==> src/rtl/game_pkg.sv <==
// Shared types and constants for the match-level game logic.
package game_pkg;

  localparam int unsigned SCORE_W  = 5;
  localparam int unsigned DIGIT_W  = 4;
  localparam int unsigned FREEZE_W = 8;

  typedef enum logic [1:0] {
    PLAY      = 2'd0,
    FREEZE    = 2'd1,
    RESPAWN   = 2'd2,
    GAME_OVER = 2'd3
  } round_state_t;

  localparam logic [1:0] WIN_NONE = 2'b00;
  localparam logic [1:0] WIN_P1   = 2'b01;
  localparam logic [1:0] WIN_P2   = 2'b10;
  localparam logic [1:0] WIN_TIE  = 2'b11;

  // Two-digit BCD score as shown on a pair of HEX displays.
  typedef struct packed {
    logic [DIGIT_W-1:0] tens;
    logic [DIGIT_W-1:0] ones;
  } bcd2_t;

  function automatic logic [1:0] winner_code(input logic p1_won, input logic p2_won);
    logic [1:0] code;
    case ({p2_won, p1_won})
      2'b01:   code = WIN_P1;
      2'b10:   code = WIN_P2;
      2'b11:   code = WIN_TIE;
      default: code = WIN_NONE;
    endcase
    return code;
  endfunction

endpackage

==> src/rtl/bcd_score_counter.sv <==
// Score counter holding binary and two-digit BCD forms in lockstep.
module bcd_score_counter
  import game_pkg::*;
(
  input  logic               clk,
  input  logic               rst_n,
  input  logic               inc,
  input  logic               clr,
  output logic [SCORE_W-1:0] score,
  output bcd2_t              bcd
);

  // BCD carries ripple digit-by-digit so no divider is needed.
  always_ff @(posedge clk or negedge rst_n) begin
    if (!rst_n) begin
      score    <= '0;
      bcd.tens <= '0;
      bcd.ones <= '0;
    end else if (clr) begin
      score    <= '0;
      bcd.tens <= '0;
      bcd.ones <= '0;
    end else if (inc) begin
      score <= score + SCORE_W'(1);
      if (bcd.ones == DIGIT_W'(9)) begin
        bcd.ones <= '0;
        bcd.tens <= bcd.tens + DIGIT_W'(1);
      end else begin
        bcd.ones <= bcd.ones + DIGIT_W'(1);
      end
    end
  end

endmodule

==> src/rtl/round_controller.sv <==
// Match sequencer: scores hits, freezes play, respawns players and declares the winner.
module round_controller
  import game_pkg::*;
#(
  parameter int unsigned WIN_SCORE     = 10,
  parameter int unsigned FREEZE_FRAMES = 60
) (
  input  logic               Clk,
  input  logic               Reset_n,
  input  logic               frame_tick,
  input  logic               p1_hit,
  input  logic               p2_hit,
  input  logic               start,
  output logic               play_enable,
  output logic               clear_bullets,
  output logic               respawn,
  output logic [SCORE_W-1:0] p1_score,
  output logic [SCORE_W-1:0] p2_score,
  output logic [7:0]         p1_bcd,
  output logic [7:0]         p2_bcd,
  output logic [1:0]         winner,
  output logic               game_over
);

  localparam logic [SCORE_W-1:0]  WIN_VAL    = SCORE_W'(WIN_SCORE);
  localparam logic [FREEZE_W-1:0] LAST_FRAME = FREEZE_W'(FREEZE_FRAMES - 1);

  round_state_t        state, state_d;
  logic [FREEZE_W-1:0] freeze_cnt, freeze_cnt_d;
  logic [1:0]          winner_d;
  logic                p1_q, p2_q, start_q;
  logic                p1_edge, p2_edge, start_edge;
  logic                p1_inc, p2_inc, score_clr;
  logic                p1_won, p2_won;
  bcd2_t               p1_bcd_s, p2_bcd_s;

  assign p1_edge    = p1_hit & ~p1_q;
  assign p2_edge    = p2_hit & ~p2_q;
  assign start_edge = start & ~start_q;
  assign p1_won     = (p1_score == WIN_VAL);
  assign p2_won     = (p2_score == WIN_VAL);
  assign p1_bcd     = p1_bcd_s;
  assign p2_bcd     = p2_bcd_s;

  bcd_score_counter u_p1_score (
    .clk   (Clk),
    .rst_n (Reset_n),
    .inc   (p1_inc),
    .clr   (score_clr),
    .score (p1_score),
    .bcd   (p1_bcd_s)
  );

  bcd_score_counter u_p2_score (
    .clk   (Clk),
    .rst_n (Reset_n),
    .inc   (p2_inc),
    .clr   (score_clr),
    .score (p2_score),
    .bcd   (p2_bcd_s)
  );

  // Next-state logic; score counters are steered from here.
  always_comb begin
    state_d      = state;
    freeze_cnt_d = freeze_cnt;
    winner_d     = winner;
    p1_inc       = 1'b0;
    p2_inc       = 1'b0;
    score_clr    = 1'b0;
    case (state)
      PLAY: begin
        if (p1_edge || p2_edge) begin
          p1_inc       = p2_edge;
          p2_inc       = p1_edge;
          freeze_cnt_d = '0;
          state_d      = FREEZE;
        end
      end
      FREEZE: begin
        if (frame_tick) begin
          if (freeze_cnt == LAST_FRAME) begin
            if (p1_won || p2_won) begin
              state_d  = GAME_OVER;
              winner_d = winner_code(p1_won, p2_won);
            end else begin
              state_d = RESPAWN;
            end
          end else begin
            freeze_cnt_d = freeze_cnt + FREEZE_W'(1);
          end
        end
      end
      RESPAWN: state_d = PLAY;
      GAME_OVER: begin
        if (start_edge) begin
          score_clr = 1'b1;
          winner_d  = WIN_NONE;
          state_d   = RESPAWN;
        end
      end
      default: state_d = PLAY;
    endcase
  end

  // State, edge history and outputs decoded from the next state so they align with it.
  always_ff @(posedge Clk or negedge Reset_n) begin
    if (!Reset_n) begin
      state         <= PLAY;
      freeze_cnt    <= '0;
      winner        <= WIN_NONE;
      p1_q          <= 1'b1;
      p2_q          <= 1'b1;
      start_q       <= 1'b1;
      play_enable   <= 1'b1;
      clear_bullets <= 1'b0;
      respawn       <= 1'b0;
      game_over     <= 1'b0;
    end else begin
      state         <= state_d;
      freeze_cnt    <= freeze_cnt_d;
      winner        <= winner_d;
      p1_q          <= p1_hit;
      p2_q          <= p2_hit;
      start_q       <= start;
      play_enable   <= (state_d == PLAY);
      clear_bullets <= (state_d == FREEZE) || (state_d == GAME_OVER);
      respawn       <= (state_d == RESPAWN);
      game_over     <= (state_d == GAME_OVER);
    end
  end

endmodule

==> config.mk <==
export PLATFORM = sky130hd
export DESIGN_NAME = round_controller
export DESIGN_NICKNAME = d
export VERILOG_FILES = /design/src/rtl/game_pkg.sv /design/src/rtl/bcd_score_counter.sv /design/src/rtl/round_controller.sv
export SDC_FILE = /design/constraint.sdc
export NUM_CORES = 1
export LEC_CHECK = 0
export CAP_MARGIN = 20
export CORE_ASPECT_RATIO = 0.9
export CORE_MARGIN = 2
export CORE_UTILIZATION = 42
export DETAILED_ROUTE_END_ITERATION = 8
export HOLD_SLACK_MARGIN = 0.15
export PLACE_DENSITY = 0.66
export SYNTH_ARGS = -nofsm -noshare
export SYNTH_HDL_FRONTEND = slang
export SYNTH_SLANG_ARGS = --single-unit
==> constraint.sdc <==
create_clock -name Clk -period 4.1 [get_ports Clk]
set_input_delay 0.82 -clock Clk [delete_from_list [all_inputs] [get_ports Clk]]
set_output_delay 0.82 -clock Clk [all_outputs]
set_load 0.01 [all_outputs]
== After elaboration in Yosys (flattened, before gate mapping) ==
Index checks and enable logic that the tools add are counted.

* Flip-flop bits (word level): 45

* Muxes and demuxes: 34
* Reductions and logical operators: 15
* Equal/unequal tests: 20
* Bitwise gates (word level): 6
* Add/sub/neg operators: 7

{| class="wikitable"
|+ Operator list
! operator !! count
|-
| 8-bit 2-to-1 mux || 7
|-
| 5-bit 2-to-1 mux || 4
|-
| 4-bit by 1-bit adder with 4-bit output, second input constant || 4
|-
| 2-bit 2-to-1 mux || 8
|-
| 4-bit 2-to-1 mux || 4
|-
| 8-bit one-hot mux with 2 select lines || 1
|-
| 2-bit equality test, second input constant || 6
|-
| 2-bit != test, second input constant || 6
|-
| 2-bit nonzero test || 6
|-
| 5-bit by 1-bit adder with 5-bit output, second input constant || 2
|-
| 5-bit by 4-bit equality test with 1-bit output, second input constant || 2
|-
| 8-bit by 1-bit adder with 8-bit output, second input constant || 1
|-
| 4-bit equality test, second input constant || 2
|-
| 8-bit by 6-bit equality test with 1-bit output, second input constant || 1
|-
| 2-bit one-hot mux with 4 select lines || 1
|-
| 1-bit 2-to-1 mux || 7
|-
| 2-bit by 1-bit equality test with 1-bit output, second input constant || 3
|-
| 2-bit one-hot mux with 3 select lines || 1
|-
| 5-bit AND reduction || 1
|-
| 2-bit zero test || 2
|-
| 2-bit one-hot mux with 2 select lines || 1
|-
| 2-bit AND reduction || 2
|-
| 4-bit AND reduction || 1
|-
| 1-bit AND || 3
|-
| 2 further kinds || 6
|}

== Depth between registers and ports, before layout ==
* Depth after elaboration: 8
* Depth in mapped cells: 6
* Depth with buffers taken out: 6

== Hierarchy ==
A second synthesis with hierarchy kept.

* Cells, all modules: 213
* Area, all modules: 2297.2 um^2

{| class="wikitable"
|+ Modules (own cells, without submodules)
! module !! seq. area each (um^2) !! times used !! cells each !! area each (um^2)
|-
| bcd_score_counter || 325.3 || 2 || 63 || 664.4
|-
| round_controller || 455.4 || 1 || 87 || 968.4
|}

== Worst setup path after synthesis ==
OpenSTA, ideal clock, no wires.

* Path kind: input-to-reg
* Start point: input port p1_hit
* End point: register u_p2_score.bcd[4] in the netlist's numbering
* Data required time: 4.023 ns
* Buffers on the path: 1
* Data arrival time: 1.879 ns
* Stages on the path: 4
* Path slack: 2.144 ns
* Cells stage by stage: or4b_4 > buf_6 > or3_1 > a21oi_1

* Cells in the longest elaborated chain, start to end: 6

{| class="wikitable"
|+ RTL lines
! item !! line !! text
|-
| from (decl) || round_controller.sv:11 || <nowiki>input logic p1_hit,</nowiki>
|-
| 1-bit AND * || round_controller.sv:37 || <nowiki>assign p1_edge = p1_hit & ~p1_q;</nowiki>
|-
| 1-bit logical OR || round_controller.sv:73 || <nowiki>if (p1_edge || p2_edge) begin</nowiki>
|-
| 1-bit 2-to-1 mux * || round_controller.sv:73 ||
|-
| 1-bit 2-to-1 mux * || round_controller.sv:71 || <nowiki>case (state)</nowiki>
|-
| 2-bit nonzero test (no line) * || - ||
|-
| 2-bit AND reduction (no line) * || - ||
|-
| to (decl) || bcd_score_counter.sv:10 || <nowiki>output bcd2_t bcd</nowiki>
|}

Every way passes the cells marked *; elsewhere a longest branch is shown, timed or not.
A chain may end at the register's enable or synchronous reset.

== Worst setup path after layout ==
* Start point: input port p2_hit
* End point: register u_p1_score.bcd[6] in the netlist's numbering

* Cells in the longest elaborated chain, start to end: 6

{| class="wikitable"
|+ RTL lines
! item !! line !! text
|-
| from (decl) || round_controller.sv:12 || <nowiki>input logic p2_hit,</nowiki>
|-
| 1-bit AND * || round_controller.sv:38 || <nowiki>assign p2_edge = p2_hit & ~p2_q;</nowiki>
|-
| 1-bit logical OR || round_controller.sv:73 ||
|-
| 1-bit 2-to-1 mux * || round_controller.sv:73 ||
|-
| 1-bit 2-to-1 mux * || round_controller.sv:71 ||
|-
| 2-bit nonzero test (no line) * || - ||
|-
| 2-bit AND reduction (no line) * || - ||
|-
| to (decl) || bcd_score_counter.sv:10 ||
|}

Marks and branches as above.

==> results.md <==
• **routed vias** 1832
• **overall die area** 0.00612 mm²
• **Synth Net Count** 248
• **P_leak** 1.25 nW
• **count of standard-cell rows** 25
• **register-to-register setup slack** 2.06 ns
• **clock insertion delay at the later pin of the skew report** 0.30 ns
• **maximum vdd ir drop** 0.000276 V
• **Max-slew headroom** 44.3%
• **sequential-to-total area share from yosys stat** 48.9%
• **count of state elements after synthesis** 45
• **CTS tree** built
• **Post-Route Skew** 0.00508 ns
• **Worst Path Max Fanout** 12
• **ratio of total power to cell area** 524 mW/mm²
• **element type at the critical path start** input pin
• **Routed WL** 4870 µm
• **arrival time reported for the critical path endpoint** 2.55 ns
• **ranking of synthesized cells by instance count** sky130_fd_sc_hd__dfrtp_1 (41), sky130_fd_sc_hd__nand2_1 (25), sky130_fd_sc_hd__a21oi_1 (19), sky130_fd_sc_hd__nor2_1 (19)
• **Setup-failing EPs final** 0
• **number of distinct library cells after synthesis** 46
• **drt first-iter violations** 74
• **slew of the pin with the lowest slew margin** 0.824 ns
• **mean instance size in the synthesized netlist** 10.0 µm²
• **vias in the first global route** 1693
• **fraction of final layout cells with drive strength greater than 1** 7.01%
• **clock input transition at the sequential cells of the worst setup and hold paths** 0.08 ns
• **number of nets still failing antenna checks after routing** 0
• **share of the synthesized area in the top cell type** 44.3%
• **CP Capture Type** register
• **TNS Setup** 0 ns
• **maximum clock frequency** 424 MHz
• **I/O pin count** 38
• **max-cap violation count** 0
• **fin. max-slew vios** 0
• **Setup Crit Path Kind** input pin to register
• **average wire per standard cell** 14.4 µm
• **Filler cells** 468
• **destination of the worst register-to-register timing path** u_p1_score.bcd[6]
• **number of antenna violations at the first check in global routing** 0
• **placeable core region** 0.00529 mm²
• **half-perimeter wire length after placement** 3310 µm
• **most numerous cell in the Yosys netlist** sky130_fd_sc_hd__dfrtp_1
• **count of flip-flops with a built-in enable after synthesis** 0
• **cell count after synthesis** 231
• **number of diodes** 0
• **first-pass iteration count of the detailed router** 4
• **last weighted congestion value of the routability-driven placer** 0.777
• **placement-stage worst setup slack** 1.42 ns
• **power after layout** 1.48 mW
• **H-tree level count** 2
• **Initial Utilization** 43.8%
• **Critical Path RT** 4.29 ns
• **Vert. Die Dim** 74.4 µm
• **post-CTS setup buffers** 0
• **maximum number of pins on one net before global-route repair** 46
• **global-route wire length before repair** 8160 µm
• **chip width** 82.2 µm
• **final period utilization** 57.5%
• **class of the most critical hold timing path** input pin to asynchronous set/reset pin
• **FF-to-FF path depth** 4
• **number of buffers between clock root and the deepest sink** 2
• **number of sinks handled by clock tree synthesis** 45
• **cell type with the largest total area after synthesis** sky130_fd_sc_hd__dfrtp_1
• **hold-fix buffers at CTS** 0
• **remaining global-route overflow** 0
• **Clock Root Buffer** sky130_fd_sc_hd__clkbuf_8
• **TritonCTS buffer count** 5
• **Buffers on Ports** 37
• **ys async rst share** 100%
• **Final Net Count** 287
• **most frequently used flop master after synthesis** sky130_fd_sc_hd__dfrtp_1
• **total routing usage reported by global routing** 17.7%
• **cells taking the most area after synthesis** sky130_fd_sc_hd__dfrtp_1 (44%), sky130_fd_sc_hd__ha_1 (5.9%), sky130_fd_sc_hd__dfstp_2 (4.5%)
• **quantity of gates resized following cts** 0
• **outcome** completed
• **final setup slack of the worst path** 1.74 ns
• **Vias/cell** 5.42
• **synthesis-to-layout area growth** 22.5%
• **Critical R2R Launch** state[1]
• **cell area after synthesis** 0.00231 mm²
• **number of warnings reported in the yosys synthesis log** 0
• **unrepaired setup endpoints after global routing** false
• **count of unresolved DRC violations after routing** 0
• **final critical delay including setup and external delays** 2.36 ns
• **final-report hold violation count** 0
-- final cells by class --
class / instances / area (µm²) / area share (%)
Tap cell: 67 / 83.8 / 2.96
Multi-Input combinational cell: 172 / 1120 / 39.4
Inverter: 7 / 26.3 / 0.927
Clock buffer: 6 / 72.6 / 2.56
Timing Repair Buffer: 39 / 393 / 13.9
Clock inverter: 2 / 10.0 / 0.353
Sequential cell: 45 / 1130 / 39.9
-- power by group --
part	internal, mW	total (mW)	switching (mW)
sequential	0.557	0.713	0.156
clock	0.118	0.264	0.146
combinational	0.269	0.507	0.238
-- logic make-up after synthesis --
kind of cell / count (synthesis) / share of synthesized area (%)
buffers and inverters: 14 / 2.81
adder cells (fa/ha/maj): 11 / 5.95
AND/OR/NAND/NOR: 102 / 25.1
XOR/XNOR: 7 / 2.65
AO/OA/AOI/OAI: 48 / 12.8
flip-flops: 45 / 48.9
multiplexers: 4 / 1.78
-- registers in the layout, indices dropped and copies added, names as in the netlist --
signal            count
start_q               1
clear_bullets         1
u_p2_score.bcd        8
u_p1_score.bcd        8
state                 2
game_over             1
play_enable           1
winner                2
freeze_cnt            8
u_p2_score.score      5
p1_q                  1
p2_q                  1
u_p1_score.score      5
respawn               1
-- worst max-delay path by stage --
stage | start | end | slack [ns]
floorplan | p1_hit | u_p2_score.bcd[4] | 2.14
global route | p2_hit | u_p1_score.bcd[7] | 1.65
global placement | p2_hit | u_p1_score.bcd[7] | 1.44
detailed placement | p2_hit | u_p1_score.bcd[7] | 1.42
CTS | p2_hit | u_p1_score.bcd[7] | 1.75
finish | p2_hit | u_p1_score.bcd[6] | 1.74
-- metal layers --
metal | GRT usage, % | share of wire (%) | wire [µm] | up-vias
li1 | - | - | - | 910
met5 | 0 | 0 | 0 | -
met2 | 26.5 | 45 | 2170 | 38
met1 | 24.7 | 50 | 2430 | 877
met3 | 3.88 | 3.7 | 179 | 7
met4 | 7.22 | 1.7 | 83 | 0
-- cell usage in the layout, fill, tap and decap left out, types with 2 or more instances in the layout --
cell	Yosys	layout
sky130_fd_sc_hd__a21oi_1	19	19
sky130_fd_sc_hd__a31o_1	2	2
sky130_fd_sc_hd__and3_1	2	2
sky130_fd_sc_hd__and3b_1	3	3
sky130_fd_sc_hd__and4_1	2	2
sky130_fd_sc_hd__clkbuf_8	0	5
sky130_fd_sc_hd__clkdlybuf4s50_1	0	36
sky130_fd_sc_hd__clkinv_2	0	2
sky130_fd_sc_hd__dfrtp_1	41	41
sky130_fd_sc_hd__dfstp_2	4	4
sky130_fd_sc_hd__ha_1	11	11
sky130_fd_sc_hd__inv_1	7	7
sky130_fd_sc_hd__mux2i_1	3	3
sky130_fd_sc_hd__nand2_1	25	25
sky130_fd_sc_hd__nand2b_1	4	4
sky130_fd_sc_hd__nand3_1	6	6
sky130_fd_sc_hd__nand3b_1	2	2
sky130_fd_sc_hd__nand4_1	7	7
sky130_fd_sc_hd__nand4b_1	2	2
sky130_fd_sc_hd__nor2_1	19	19
sky130_fd_sc_hd__nor2b_1	5	5
sky130_fd_sc_hd__nor3_1	6	6
sky130_fd_sc_hd__nor4b_2	2	2
sky130_fd_sc_hd__nor4bb_1	3	3
sky130_fd_sc_hd__o211ai_1	3	3
sky130_fd_sc_hd__o21a_1	2	2
sky130_fd_sc_hd__o21ai_0	11	11
sky130_fd_sc_hd__o21ai_2	2	2
sky130_fd_sc_hd__o2bb2ai_1	2	2
sky130_fd_sc_hd__or3_1	6	6
sky130_fd_sc_hd__or4_1	3	3
sky130_fd_sc_hd__xor2_1	6	6
-- metrics by stage --
stage,utilization [%],hold WS [ns],std cells,cell area (µm²)
2_1_floorplan,-,0.490,231,2310
3_3_place_gp,51.7,0.506,329,2730
3_5_place_dp,51.7,0.508,329,2730
4_1_cts,53.2,0.532,337,2810
5_1_grt,53.6,0.490,338,2830
6_report,53.6,0.466,338,2830
-- worst max-delay path, stage by stage --
cell and delay (ns):
sky130_fd_sc_hd__clkdlybuf4s50_1 0.50, sky130_fd_sc_hd__or4b_1 0.65, sky130_fd_sc_hd__o21ai_2 0.29, sky130_fd_sc_hd__a21oi_1 0.10
sky130_fd_sc_hd__a31o_1 0.19
Power figures use the tool's default switching activity.
